**config.mk**
```make
export PLATFORM = sky130hd
export DESIGN_NAME = led_pwm_driver
export DESIGN_NICKNAME = d
export VERILOG_FILES = /design/src/rtl/led_pwm_driver.sv
export SDC_FILE = /design/constraint.sdc
export NUM_CORES = 1
export LEC_CHECK = 0
export BUFFER_PORTS_ARGS = -buffer_cell sky130_fd_sc_hd__buf_4
export CORE_ASPECT_RATIO = 1.75
export CORE_MARGIN = 1.5
export CORE_UTILIZATION = 50
export DETAILED_ROUTE_END_ITERATION = 16
export GPL_ROUTABILITY_DRIVEN = 0
export GPL_TIMING_DRIVEN = 0
export PLACE_DENSITY = 0.78
export SETUP_SLACK_MARGIN = 0.02
export SLEW_MARGIN = 15
export SYNTH_ARGS = -nofsm -noshare
export SYNTH_HDL_FRONTEND = slang
export SYNTH_SLANG_ARGS = --single-unit
```
**constraint.sdc**
```tcl
create_clock -name i_CLK -period 2.9 [get_ports i_CLK]
set_input_delay 0.145 -clock i_CLK [delete_from_list [all_inputs] [get_ports i_CLK]]
set_output_delay 0.145 -clock i_CLK [all_outputs]
set_load 0.05 [all_outputs]
```
**src/rtl/led_pwm_driver.sv**
```systemverilog
// ---------------------------------------------------------------------------
// led_pwm_driver
// Frame-based PWM dimmer and blinker for a bank of active-high LEDs.
// A prescaler divides the clock into PWM steps; 16 steps form one frame.
// The LED pattern and the duty value are captured at each frame boundary,
// so changes made mid-frame never glitch the frame being displayed.
//
// Parameters
//   PRESCALE        clock cycles per PWM step (1..65535)
//   N_LEDS          number of physical LED outputs (fixed at 10)
// Ports
//   i_CLK           system clock, rising edge
//   i_RESET_n       synchronous active-low reset
//   i_Data          LED pattern, bits [N_LEDS-1:0] used
//   i_Ctrl_Data     control write data: [3:0] DUTY, [4] BLINK_EN, [7:5] RATE
//   i_Ctrl_Write_EN control write strobe, active high
//   o_Ctrl_Data     control register readback, [15:8] read as zero
//   o_LED           registered LED drive, active high
//   o_Frame_Tick    one-cycle pulse after each frame boundary
// ---------------------------------------------------------------------------
module led_pwm_driver #(
    parameter int unsigned PRESCALE = 50,
    parameter int unsigned N_LEDS   = 10
) (
    input  logic              i_CLK,
    input  logic              i_RESET_n,
    input  logic [15:0]       i_Data,
    input  logic [15:0]       i_Ctrl_Data,
    input  logic              i_Ctrl_Write_EN,
    output logic [15:0]       o_Ctrl_Data,
    output logic [N_LEDS-1:0] o_LED,
    output logic              o_Frame_Tick
);

    localparam int unsigned PRESC_W = 16;
    localparam int unsigned STEP_W  = 4;
    localparam int unsigned DUTY_W  = 4;
    localparam int unsigned CTRL_W  = 8;
    localparam int unsigned FCNT_W  = 10;
    localparam int unsigned THR_W   = FCNT_W + 1;

    localparam logic [CTRL_W-1:0]  CTRL_RST   = 8'h0F;
    localparam logic [DUTY_W-1:0]  DUTY_RST   = 4'hF;
    localparam logic [PRESC_W-1:0] PRESC_LAST = PRESC_W'(PRESCALE - 1);
    localparam logic [STEP_W-1:0]  STEP_LAST  = 4'hF;

    // State registers
    logic [CTRL_W-1:0]  ctrl_q,   ctrl_d;
    logic [PRESC_W-1:0] presc_q,  presc_d;
    logic [STEP_W-1:0]  step_q,   step_d;
    logic [N_LEDS-1:0]  shadow_q, shadow_d;
    logic [DUTY_W-1:0]  aduty_q,  aduty_d;
    logic [FCNT_W-1:0]  fcnt_q,   fcnt_d;
    logic               blink_q,  blink_d;
    logic [N_LEDS-1:0]  led_q,    led_d;
    logic               tick_q,   tick_d;

    // Decoded control fields and timing strobes
    logic [DUTY_W-1:0]  ctrl_duty;
    logic               ctrl_blink_en;
    logic [2:0]         ctrl_rate;
    logic               step_adv;
    logic               frame_bnd;
    logic [THR_W-1:0]   blink_thr;

    // Upper data bits carry nothing for this block
    logic unused_bits;
    assign unused_bits = ^{i_Data[15:N_LEDS], i_Ctrl_Data[15:CTRL_W]};

    assign ctrl_duty     = ctrl_q[3:0];
    assign ctrl_blink_en = ctrl_q[4];
    assign ctrl_rate     = ctrl_q[7:5];

    assign step_adv  = (presc_q == PRESC_LAST);
    assign frame_bnd = step_adv && (step_q == STEP_LAST);

    // Blink toggles once the frame counter reaches 2^(RATE+3)-1; an extra bit
    // keeps RATE=7 (threshold 1023) exact before narrowing the compare.
    assign blink_thr = (THR_W'(1) << (THR_W'(ctrl_rate) + THR_W'(3))) - THR_W'(1);

    // Next-state and output logic
    always_comb begin
        ctrl_d   = ctrl_q;
        presc_d  = presc_q + PRESC_W'(1);
        step_d   = step_q;
        shadow_d = shadow_q;
        aduty_d  = aduty_q;
        fcnt_d   = fcnt_q;
        blink_d  = blink_q;
        tick_d   = frame_bnd;
        // LED-on uses the current step/phase, so the pins lag by one cycle
        led_d    = ((step_q <= aduty_q) && !blink_q) ? shadow_q : '0;

        if (step_adv) begin
            presc_d = '0;
            step_d  = step_q + STEP_W'(1);
        end

        // Frame boundary: capture pattern and duty, advance the blink timer
        if (frame_bnd) begin
            shadow_d = i_Data[N_LEDS-1:0];
            aduty_d  = ctrl_duty;
            if (ctrl_blink_en) begin
                if ({1'b0, fcnt_q} == blink_thr) begin
                    blink_d = !blink_q;
                    fcnt_d  = '0;
                end else begin
                    fcnt_d  = fcnt_q + FCNT_W'(1);
                end
            end
        end

        // Control write; disabling blink wins over a coincident frame update
        if (i_Ctrl_Write_EN) begin
            ctrl_d = i_Ctrl_Data[CTRL_W-1:0];
            if (!i_Ctrl_Data[4]) begin
                fcnt_d  = '0;
                blink_d = 1'b0;
            end
        end
    end

    // State register with synchronous reset
    always_ff @(posedge i_CLK) begin
        if (!i_RESET_n) begin
            ctrl_q   <= CTRL_RST;
            presc_q  <= '0;
            step_q   <= '0;
            shadow_q <= '0;
            aduty_q  <= DUTY_RST;
            fcnt_q   <= '0;
            blink_q  <= 1'b0;
            led_q    <= '0;
            tick_q   <= 1'b0;
        end else begin
            ctrl_q   <= ctrl_d;
            presc_q  <= presc_d;
            step_q   <= step_d;
            shadow_q <= shadow_d;
            aduty_q  <= aduty_d;
            fcnt_q   <= fcnt_d;
            blink_q  <= blink_d;
            led_q    <= led_d;
            tick_q   <= tick_d;
        end
    end

    assign o_Ctrl_Data  = {(16 - CTRL_W)'(0), ctrl_q};
    assign o_LED        = led_q;
    assign o_Frame_Tick = tick_q;

endmodule

```
==> results of run 1 <==
## layout make-up
cell class,count,share of cell area
flip-flops and latches,64,0.370
clock buffers,9,0.0358
repair buffers,38,0.0825
multi-input cells,228,0.415
inverters,11,0.0119
plain buffers,23,0.0394
well taps,76,0.0275
clock inverters,6,0.0177
## registers in the layout, summed over array words and instances (netlist names)
signal        cells
o_LED            10
blink_q           1
shadow_q         10
fcnt_q           10
presc_q          16
ctrl_q            8
step_q            4
aduty_q           4
o_Frame_Tick      1
## through the flow
step | instances | hold slack [ns] | utilization | total power, uW
5_1_grt | 455 | 0.0330 | 0.624 | 1830
6_report | 455 | 0.0208 | 0.624 | 1780
2_1_floorplan | 326 | 0.274 | - | 1030
4_1_cts | 455 | 0.0170 | 0.624 | 1790
3_3_place_gp | 440 | 0.360 | 0.591 | 1070
3_5_place_dp | 440 | 0.366 | 0.591 | 1070
## power by group through the flow
stage	clock, uW	combinational (uW)	sequential, uW
final	724	154	900
after global placement	0	153	919
after floorplan	0	85.4	941
after detailed placement	0	154	920
after CTS	733	155	900
after global routing	767	166	901
## final timing paths
check | startpoint | end | slack [ns] | depth (start not counted)
min reg2reg | shadow_q[7] | shadow_q[7] | 0.46 | 2
max | presc_q[12] | fcnt_q[8] | 0.56 | 6
max reg2reg | presc_q[12] | fcnt_q[8] | 0.56 | 6
min | i_Ctrl_Data[3] | ctrl_q[3] | 0.02 | 3
## worst max-delay path, delay by kind of cell, from the launching register on
kind | cells | cell delay, ns
and+or+nand+nor | 4 | 1.06
AOI/OAI and AO/OA | 1 | 0.63
DFF | 1 | 0.34
buffers and inverters | 1 | 0.16
## cell usage after synthesis, types with 3 or more instances
cell type and number:
a21boi_0 11, a21oi_1 4, and2_1 3, and3_1 3, buf_4 9, clkbuf_1 10
dfxtp_1 64, ha_1 8, inv_1 11, mux2i_1 9, nand2_1 44, nand2b_1 3
nand3_1 11, nand4_1 8, nor2_1 28, nor2b_1 6, nor3b_1 10, nor4_1 13
o211ai_1 4, o21a_1 5, o21ai_0 6, or3_1 4, xnor2_1 14, xor2_1 9
## cells by family after synthesis
family | share of synthesized area
AOI/OAI and AO/OA | 0.107
xor gates and xnor gates | 0.0703
adders and majority gates | 0.0349
buffers and inverters | 0.0620
DFF | 0.447
muxes | 0.0314
other | 0.00131
and+or+nand+nor | 0.247
## metal layers
layer  vias to the layer above  part of all wire  track usage
met3                        19             0.036       0.0527
li1                       1198                 -            -
met4                         0             0.036        0.120
met1                      1101              0.39        0.225
met2                        44              0.54        0.385
met5                         -                 0            0
==> results by stage, run 1 <==
Outcome:
- The run finished with clean final reports.

Synthesis:
- Summing every instance area after synthesis gives 0.00287 mm^2.
- The share of the yosys chip area belonging to registers is 0.447.
- The count of different cell masters after synthesis is 42.
- During synthesis, Yosys emitted a total of 0 warnings.
- The largest total area in the synthesized netlist belongs to dfxtp_1.
- The flip-flop cell with the highest count after synthesis is dfxtp_1.
- The number of flops mapped to enable cells by yosys is 0.
- In this run the mean area of a mapped cell was 8.99 um^2.
- In the synthesized netlist, the number of instances is 319.
- The share of synthesized area in the top cell type comes to 0.447.
- By area the synthesized netlist is led by dfxtp_1, nand2_1, xnor2_1.
- In the synthesized netlist the async set-or-reset flop fraction comes to 0.
- The register bit total from synthesis is 64.

Timing:
- The final worst setup slack is 0.557 ns.
- The post-route minimum period is 2.34 ns.
- Dividing the final minimum period by the clock period gives 0.808.
- Setup repair after global routing left no endpoint under its margin.
- The relative slew slack is 0.555.
- The count of final setup violators is 0.
- The summed negative setup slack over all endpoints is 0 ns.
- The total count of hold-check failures in the final report came to 0.
- The setup skew after layout is 0.00746 ns.
- The final-report max-slew violation count is 0.
- For the pin with the worst max-slew slack, the measured transition is 0.668 ns.
- The highest achievable clock rate is 427 MHz.

Power:
- The share of total power dissipated in the clock network is 0.407.
- The switching component of the power is 442 uW.
- The power density normalized to cell area is 514 mW/mm^2.
- The maximum resistive drop on vdd is 0.000398 V.
- Of the total power, the share spent switching nets is 0.248.
- Of the total power, combinational logic draws 0.087.
- The leakage power total is 0.00139 uW.
- The share of total power dissipated in sequential elements is 0.506.
- Cell internal power was estimated by the tool at 1340 uW.

Final layout:
- The layout has 474 filler cells.
- The register area is 0.00128 mm^2.
- Summing all multi-input logic gate instances after layout gives 0.00143 mm^2.
- With fillers left out, the area of the finished cells amounts to 0.00346 mm^2.
- After the last flow step, the layout net total stands at 418.
- The number of antenna diodes is 0.
- The ratio of cells with drive above 1 in the final layout is 0.179.
- Leaving out fill and tap cells, the most frequent cell in the layout is dfxtp_1.
- The library cells used most frequently in the layout, excluding fill and tap cells, are dfxtp_1, buf_4, nand2_1, nor2_1, xnor2_1.
- Relative to the synthesized area, the layout overhead comes to 20.6%.

Setup path:
- The maximum single-stage delay on the critical path is 0.63 ns.
- Data arrives at the worst endpoint at 2.55 ns.
- The worst setup path is launched from a flip-flop.
- The required time at the worst-slack endpoint is 3.10 ns.
- The startpoint-to-endpoint class of the critical path is reg -> reg.
- The peak fanout along the critical path is 9.
- The slowest stage of the critical path belongs to the cell o41ai_4.
- Traced cell by cell, the critical path runs through nor4_1 > and4_1 > buf_4 > nand3_1 > o41ai_4 > nor2_1.
- The capturing element type of the critical path is a flip-flop.

CTS:
- The H-tree was split into 3 levels.
- The clock latency reported for the late side of the worst-skew pair is 0.34 ns.
- The total CTS buffers is 9.
- The number of hold buffers added after CTS is 0.
- The post-cts repair resize count is 0.
- Clock tree synthesis selected as its root buffer the cell clkbuf_8.
- CTS saw 64 sinks.
- Clock-pin slew was measured on the worst setup and hold paths at 0.07 ns.
- The worst-case clock buffer depth is 2.
- After clock tree synthesis, the setup repair step added 0 buffers.
- The TritonCTS clock tree is yes.

Detailed routing:
- The number of search-and-repair iterations in the first detailed-routing pass is 4.
- In the final routed layout, each cell accounts on average for 13.2 um.
- In the routed layout, each cell is associated on average with a via count of 5.19.
- The via count is 2362.
- The first routing iteration left 78 violations.
- The total wire length after detailed routing is 6.03 mm.
- The detail route stage leaves a number of antenna-violating nets equal to 0.
- For this run, design rule violations remaining after detail routing come to 0.

Global route:
- Across every metal layer, demand over resource in global routing totals 0.217.
- The first-pass GRT wire length is 10.1 mm.
- The number of global-route vias before repair is 2355.
- Global routing finished with a remaining overflow of 0.
- The initial antenna violation count is 0.
- The maximum number of pins on one net before global-route repair is 12.

Die:
- The core region is 0.00554 mm^2.
- The count of standard-cell rows is 36.
- The floorplan step set the die width to 60.2 um.
- The number of top-level pins is 62.
- The initial utilization of the core area, before any placement, comes to 0.517.
- The die covers 0.00621 mm^2.
- Measured along the y axis, the die boundary spans 103 um.

Worst hold path:
- The min-delay analysis places its worst path in the category in -> reg.

Placed design:
- Once placement finished, the instance area stood at 0.00327 mm^2.
- Once detailed placement completed, the half-perimeter wirelength came to 4.33 mm.
- The worst setup timing slack at the placement stage is 0.619 ns.
- Port buffering added 38 buffers.

Flow run:
- The total of max-cap violations is 0.
Note: power is estimated with default switching activity, not from simulation.
==> run 2: changes to the inputs <==
- clock period: 2.9 -> 2.2 ns (I/O delays scaled with it)
==> results by stage, run 2 (synthesis results as in run 1) <==
Setup path:
- The endpoint of the most critical setup path is fcnt_q[2] (was fcnt_q[8]).
- The endpoint of the lowest-slack register-to-register path is fcnt_q[2] (was fcnt_q[8]).
- The register-to-register setup slack is 0.09 ns (was 0.56 ns).
- The maximum single-stage delay on the critical path was 0.44 ns (was 0.63 ns).
- Chain of cells forming the critical path: nor4_2 > and4_1 > buf_4 > nand3_1 > o41ai_4 > buf_4 > nor2_1 (was nor4_1 > and4_1 > buf_4 > nand3_1 > o41ai_4 > nor2_1).
- The startpoint-to-endpoint class of the critical path is reg -> reg (unchanged).
- The capturing element type of the critical path was a flip-flop (unchanged).
- The peak fanout along the critical path was 7 (was 9).
- The number of cells on the worst reg-to-reg path is 7 (was 6).
- The critical path data arrival time came to 2.34 ns (was 2.55 ns).
- The required time at the worst-slack endpoint is 2.43 ns (was 3.10 ns).
- The startpoint of the worst setup timing path is presc_q[12] (unchanged).
- The kind of start point of the critical path is a flip-flop (unchanged).
- The worst flop-to-flop path startpoint is presc_q[12] (unchanged).
- The slowest cell on the critical path is nor4_2 (was o41ai_4).
- Among the stages of the critical path, the cell type that occurs most often is buf_4.

Power:
- The maximum resistive drop on vdd is 0.000533 V (was 0.000398 V).
- The power density normalized to cell area is 665 mW/mm^2 (was 514 mW/mm^2).
- The leakage power total is 0.00142 uW (was 0.00139 uW).
- The total chip power is 2350 uW (was 1780 uW).

Detailed routing:
- The number of antenna-violating nets in the routed design is 0 (unchanged).
- The number of search-and-repair iterations in the first detailed-routing pass is 4 (unchanged).
- The total wire length after detailed routing came to 6.03 mm (about the same).
- The number of violations reported at the end of detailed-routing iteration 0 was 61 (was 78).
- The via count is 2399 (was 2362).
- The routed wirelength normalized by instance count was 13.1 um (was 13.2 um).
- The number of design rule violations left after detail routing is 0 (unchanged).
- The via count normalized by instance count is 5.23 (was 5.19).

Final layout:
- The most common cell after layout, fill and taps aside was dfxtp_1 (unchanged).
- The register bank with the most flops was presc_q (unchanged).
- The layout net count is 422 (was 418).
- The ratio of cells with drive above 1 in the final layout came to 0.196 (was 0.179).
- The flip-flop count of the largest register after layout is 16 (unchanged).
- The register area came to 0.00128 mm^2 (unchanged).
- The number of antenna diodes came to 0 (unchanged).
- The share of the core filled with cells in the final layout is 0.637 (was 0.624).
- The area overhead of the layout relative to synthesis is 23.1% (was 20.6%).
- The combined area of the multi-input logic cells came to 0.00146 mm^2 (was 0.00143 mm^2).
- The fill cell instance count of the final layout is 465 (was 474).
- Commonest cells after routing, fill and taps aside: dfxtp_1, buf_4, nand2_1, nor2_1, xnor2_1 (unchanged).
- The final instance area was 0.00353 mm^2 (was 0.00346 mm^2).

Flow run:
- The total of max-cap violations is 0 (unchanged).

Placed design:
- The estimated wirelength of the detail-placed design came to 4.33 mm (unchanged).
- The count of input and output buffers is 38 (unchanged).
- The area of placed instances is 0.00327 mm^2 (unchanged).

Global route:
- The total grt overflow is 0 (unchanged).
- The maximum number of pins on one net before global-route repair is 17 (was 12).
- The global routing usage summed across all routing layers came to 0.215 (was 0.217).
- The first-pass GRT wire length is 10.1 mm (about the same).
- The initial antenna violation count came to 0 (unchanged).
- The number of global-route vias before repair is 2360 (was 2355).

Worst hold path:
- The path category of the worst min-delay check was in -> reg (unchanged).

Die:
- The floorplan die width came to 60.2 um (unchanged).
- The die area is 0.00621 mm^2 (unchanged).
- The count of standard-cell rows is 36 (unchanged).
- The die outline height is 103 um (unchanged).
- The starting utilization of the core area is 0.517 (unchanged).
- The core area came to 0.00554 mm^2 (unchanged).
- The number of top-level pins was 62 (unchanged).

Timing:
- The slew at the pin closest to its max-slew limit is 0.666 ns (was 0.668 ns).
- The total count of hold-check failures in the final report is 0 (unchanged).
- The relative slew slack is 0.556 (was 0.555).
- The final-report max-slew violation count is 0 (unchanged).
- The post-route minimum period came to 2.11 ns (was 2.34 ns).
- The highest achievable clock rate is 473 MHz (was 427 MHz).
- RSZ-0062 raised after global routing: yes (was no).
- The post-route fraction of the period consumed by the critical path was 0.960 (was 0.808).
- The count of final setup violators is 0 (unchanged).
- The setup skew after layout came to 0.00824 ns (was 0.00746 ns).

CTS:
- The TritonCTS clock tree is yes (unchanged).
- The register clock-pin slew on the reported worst setup and hold paths is 0.07 ns (about the same).
- The total CTS buffers is 9 (unchanged).
- The root buffer selected by CTS was clkbuf_8 (unchanged).
- The worst-case clock buffer depth was 2 (unchanged).
- The clock net sink count came to 64 (unchanged).
- The number of levels in the clock H-tree was 3 (unchanged).
- The clock latency reported for the late side of the worst-skew pair is 0.34 ns (about the same).

Outcome:
- Run status: finished, final reports clean (unchanged).
==> run 2: changes by cell type in the layout (fill, tap and decap cells not counted), moves of 2 or more <==
cell	before	now
buf_4	47	49
clkbuf_1	10	8
dlygate4sd3_1	0	4
nor4_1	13	11
nor4_2	1	3
==> run 2: critical path, delay by kind of cell, from the launching register on <==
| kind | cells | cell delay (ns) |
|---|---|---|
| AND/OR/NAND/NOR | 4 | 0.92 |
| AO/OA/AOI/OAI | 1 | 0.37 |
| flip-flops | 1 | 0.36 |
| buffers and inverters | 2 | 0.35 |
==> run 2: worst min path at each step <==
stage | cells past startpoint | end | from | slack, ns
floorplan | 2 | ctrl_q[0] | i_Ctrl_Data[0] | 0.24
global placement | 3 | ctrl_q[0] | i_Ctrl_Data[0] | 0.32
detailed placement | 3 | ctrl_q[3] | i_Ctrl_Data[3] | 0.33
CTS | 3 | shadow_q[5] | i_Data[5] | 0.02
global route | 3 | shadow_q[7] | i_Data[7] | 0.02
finish | 3 | shadow_q[5] | i_Data[5] | 0.02
==> run 2: where the power goes <==
part           switching (uW)  total, uW  leakage, uW  internal, uW
logic                     127        213     0.000807          85.7
registers                14.5       1190     0.000518          1170
clock network             437        948    0.0000948           512
==> run 2: metrics by stage <==
stage | instances | hold WS (ns) | setup TNS (ns) | setup WS (ns)
after global routing | 459 | 0.0202 | -0.0392 | -0.0381
after global placement | 440 | 0.325 | -0.178 | -0.0274
after floorplan | 326 | 0.239 | 0 | 0.0295
after CTS | 460 | 0.0163 | 0 | 0.0294
after detailed placement | 440 | 0.331 | -1.00 | -0.0806
final | 459 | 0.0231 | 0 | 0.0871
==> run 2: per-layer routing <==
| metal | part of all wire | global-route usage | up-vias |
|---|---|---|---|
| met5 | 0 | 0 | - |
| met4 | 0.028 | 0.113 | 0 |
| met3 | 0.032 | 0.0514 | 13 |
| met2 | 0.54 | 0.381 | 40 |
| met1 | 0.40 | 0.227 | 1144 |
| li1 | - | - | 1202 |
==> run 2: final cells by class <==
class | count | area share
inverters | 11 | 0.0117
clock inverters | 6 | 0.0174
well taps | 76 | 0.0270
clock buffers | 9 | 0.0351
repair buffers | 44 | 0.0965
flip-flops and latches | 64 | 0.363
multi-input cells | 228 | 0.413
plain buffers | 21 | 0.0365
==> run 2: what timing repair did <==
item,CTS,global route
gates resized for setup,1,4
endpoints found under the hold margin,4,0
setup buffers,2,0
pin swaps,1,0
endpoints found under the setup margin,22,31
hold buffers,4,0
==> run 3: changes to the inputs <==
==> constraint.sdc (replaced) <==
create_clock -name i_CLK -period 2.2 [get_ports i_CLK]
set_input_delay 0.22 -clock i_CLK [delete_from_list [all_inputs] [get_ports i_CLK]]
set_output_delay 0.22 -clock i_CLK [all_outputs]
set_load 0.05 [all_outputs]
==> results by stage, run 3 (synthesis results as in run 1) <==
Outcome:
- Run status: finished, final reports clean (unchanged).

Final layout:
- The post-layout instance count excluding filler cells was 455 (was 459).
- The layout net count was 418 (was 422).
- The area overhead of the layout relative to synthesis is 21.7% (was 23.1%).
- The flip-flop count of the largest register after layout is 16 (unchanged).
- The most common cell after layout, fill and taps aside is dfxtp_1 (unchanged).
- The share of the core filled with cells in the final layout is 0.630 (was 0.637).
- The register bank with the most flops is presc_q (unchanged).
- Commonest cells after routing, fill and taps aside: dfxtp_1, buf_4, nand2_1, nor2_1, xnor2_1 (unchanged).
- The ratio of cells with drive above 1 in the final layout is 0.198 (was 0.196).
- The number of antenna diodes is 0 (unchanged).

Power:
- The share of power burned in the clock network was 0.405 (was 0.404).
- The power density normalized to cell area is 671 mW/mm^2 (was 665 mW/mm^2).
- The share of power burned in registers is 0.507 (was 0.505).
- The switching part of the total power is 0.246 (about the same).
- The leakage power total is 0.00140 uW (was 0.00142 uW).
- The switching component of the power is 574 uW (was 578 uW).
- The design internal power is 1760 uW (was 1770 uW).
- The part of the total power dissipated in combinational logic is 0.088 (was 0.091).
- The maximum resistive drop on vdd was 0.000530 V (was 0.000533 V).
- The total chip power is 2340 uW (was 2350 uW).

Timing:
- The slew at the pin closest to its max-slew limit came to 0.657 ns (was 0.666 ns).
- The final-report max-slew violation count came to 0 (unchanged).
- RSZ-0062 raised after global routing: yes (unchanged).
- The highest achievable clock rate is 474 MHz (was 473 MHz).
- The final worst setup slack came to 0.0895 ns (was 0.0871 ns).
- The relative slew slack is 0.562 (was 0.556).
- The post-route minimum period came to 2.11 ns (about the same).
- The setup skew after layout is 0.00661 ns (was 0.00824 ns).
- The smallest hold slack was 0.103 ns (was 0.0231 ns).
- The post-route fraction of the period consumed by the critical path is 0.959 (was 0.960).
- The total count of hold-check failures in the final report is 0 (unchanged).
- The count of final setup violators is 0 (unchanged).

Detailed routing:
- The total wire length after detailed routing is 6.00 mm (was 6.03 mm).
- The via count normalized by instance count is 5.16 (was 5.23).
- The via count is 2350 (was 2399).
- The number of design rule violations left after detail routing is 0 (unchanged).
- The number of antenna-violating nets in the routed design is 0 (unchanged).
- The number of violations reported at the end of detailed-routing iteration 0 is 75 (was 61).
- The routed wirelength normalized by instance count is 13.2 um (was 13.1 um).
- The number of search-and-repair iterations in the first detailed-routing pass is 4 (unchanged).

Die:
- The floorplan die width came to 60.2 um (unchanged).
- The core area is 0.00554 mm^2 (unchanged).
- The die outline height is 103 um (unchanged).
- The number of top-level pins came to 62 (unchanged).
- The die area is 0.00621 mm^2 (unchanged).
- The count of standard-cell rows was 36 (unchanged).
- The starting utilization of the core area is 0.517 (unchanged).

Setup path:
- The capturing element type of the critical path is a flip-flop (unchanged).
- The required time at the worst-slack endpoint is 2.42 ns (was 2.43 ns).
- The most numerous cell on the critical path is buf_4 (unchanged).
- The maximum single-stage delay on the critical path was 0.44 ns (about the same).
- The peak fanout along the critical path is 7 (unchanged).
- The critical path data arrival time is 2.33 ns (was 2.34 ns).
- The startpoint-to-endpoint class of the critical path is reg -> reg (unchanged).
- Chain of cells forming the critical path: nor4_2 > and4_1 > buf_4 > nand3_1 > o41ai_4 > buf_4 > nor2_1 (unchanged).
- The slowest cell on the critical path is nor4_2 (unchanged).
- The kind of start point of the critical path is a flip-flop (unchanged).

Placed design:
- The count of input and output buffers is 38 (unchanged).
- The estimated wirelength of the detail-placed design is 4.33 mm (unchanged).
- The worst setup timing slack at the placement stage is -0.0806 ns (unchanged).
- The total placed cells including tap cells came to 440 (unchanged).

CTS:
- The TritonCTS clock tree is yes (unchanged).
- The clock net sink count was 64 (unchanged).
- The root buffer selected by CTS is clkbuf_8 (unchanged).
- The number of hold buffers added after CTS was 0 (was 4).
- The worst-case clock buffer depth is 2 (unchanged).
- The number of levels in the clock H-tree is 3 (unchanged).
- The total CTS buffers is 9 (unchanged).
- The register clock-pin slew on the reported worst setup and hold paths is 0.07 ns (about the same).
- The clock latency reported for the late side of the worst-skew pair is 0.33 ns (was 0.34 ns).

Flow run:
- The total of max-cap violations is 0 (unchanged).

Global route:
- The first-pass GRT wire length is 10.1 mm (about the same).
- The maximum number of pins on one net before global-route repair is 17 (unchanged).
- The initial antenna violation count is 0 (unchanged).
- The global routing usage summed across all routing layers is 0.216 (was 0.215).
- The total grt overflow is 0 (unchanged).
- The number of global-route vias before repair is 2352 (was 2360).

Worst hold path:
- The path category of the worst min-delay check is in -> reg (unchanged).
## run 3: metrics by stage
stage | setup TNS [ns] | area [um^2]
6_report | 0 | 3490
2_1_floorplan | 0 | 2890
3_5_place_dp | -1.00 | 3270
4_1_cts | 0 | 3470
5_1_grt | -0.0392 | 3490
3_3_place_gp | -0.178 | 3270
## run 3: final timing paths
path	startpoint	end	slack [ns]	cells after the start
worst max-delay path	presc_q[12]	fcnt_q[2]	0.09	7
worst min-delay path	i_Ctrl_Data[3]	ctrl_q[3]	0.10	3
worst max register to register	presc_q[12]	fcnt_q[2]	0.09	7
worst min register to register	shadow_q[7]	shadow_q[7]	0.46	2
## run 3: area by class of cell
class / count / area (um^2)
tap: 76 / 95.1
inverter: 11 / 41.3
sequential: 64 / 1280
clock buffer: 9 / 124
timing repair buffer: 40 / 300
multi-input combinational: 228 / 1460
clock inverter: 6 / 61.3
fill: 471 / 2050
buffer: 21 / 129
## run 3: worst max-delay path: cells and delay by family (launching register included)
family / cells / cell delay, ns
simple gates: 4 / 0.91
compound gates: 1 / 0.37
flops: 1 / 0.36
buf+inv: 2 / 0.35
## run 3: what timing repair did
action	4_1_cts	5_1_grt
endpoints found under the setup margin	22	31
gates resized for setup	1	4
pin swaps	1	0
hold endpoints to repair	0	0
setup buffers	2	0
## run 3: routing by layer
layer  track usage  share of wire  vias up
met1         0.228           0.39     1100
met2         0.386           0.55       45
met4         0.109          0.024        0
met5             0              0        -
met3        0.0514          0.035       11
li1              -              -     1194
## run 3: power by group through the flow
stage,registers [uW],logic (uW),clock network [uW]
global route,1190,222,1010
floorplan,1240,113,0
detailed placement,1210,204,0
CTS,1190,206,966
global placement,1210,201,0
finish,1190,206,946
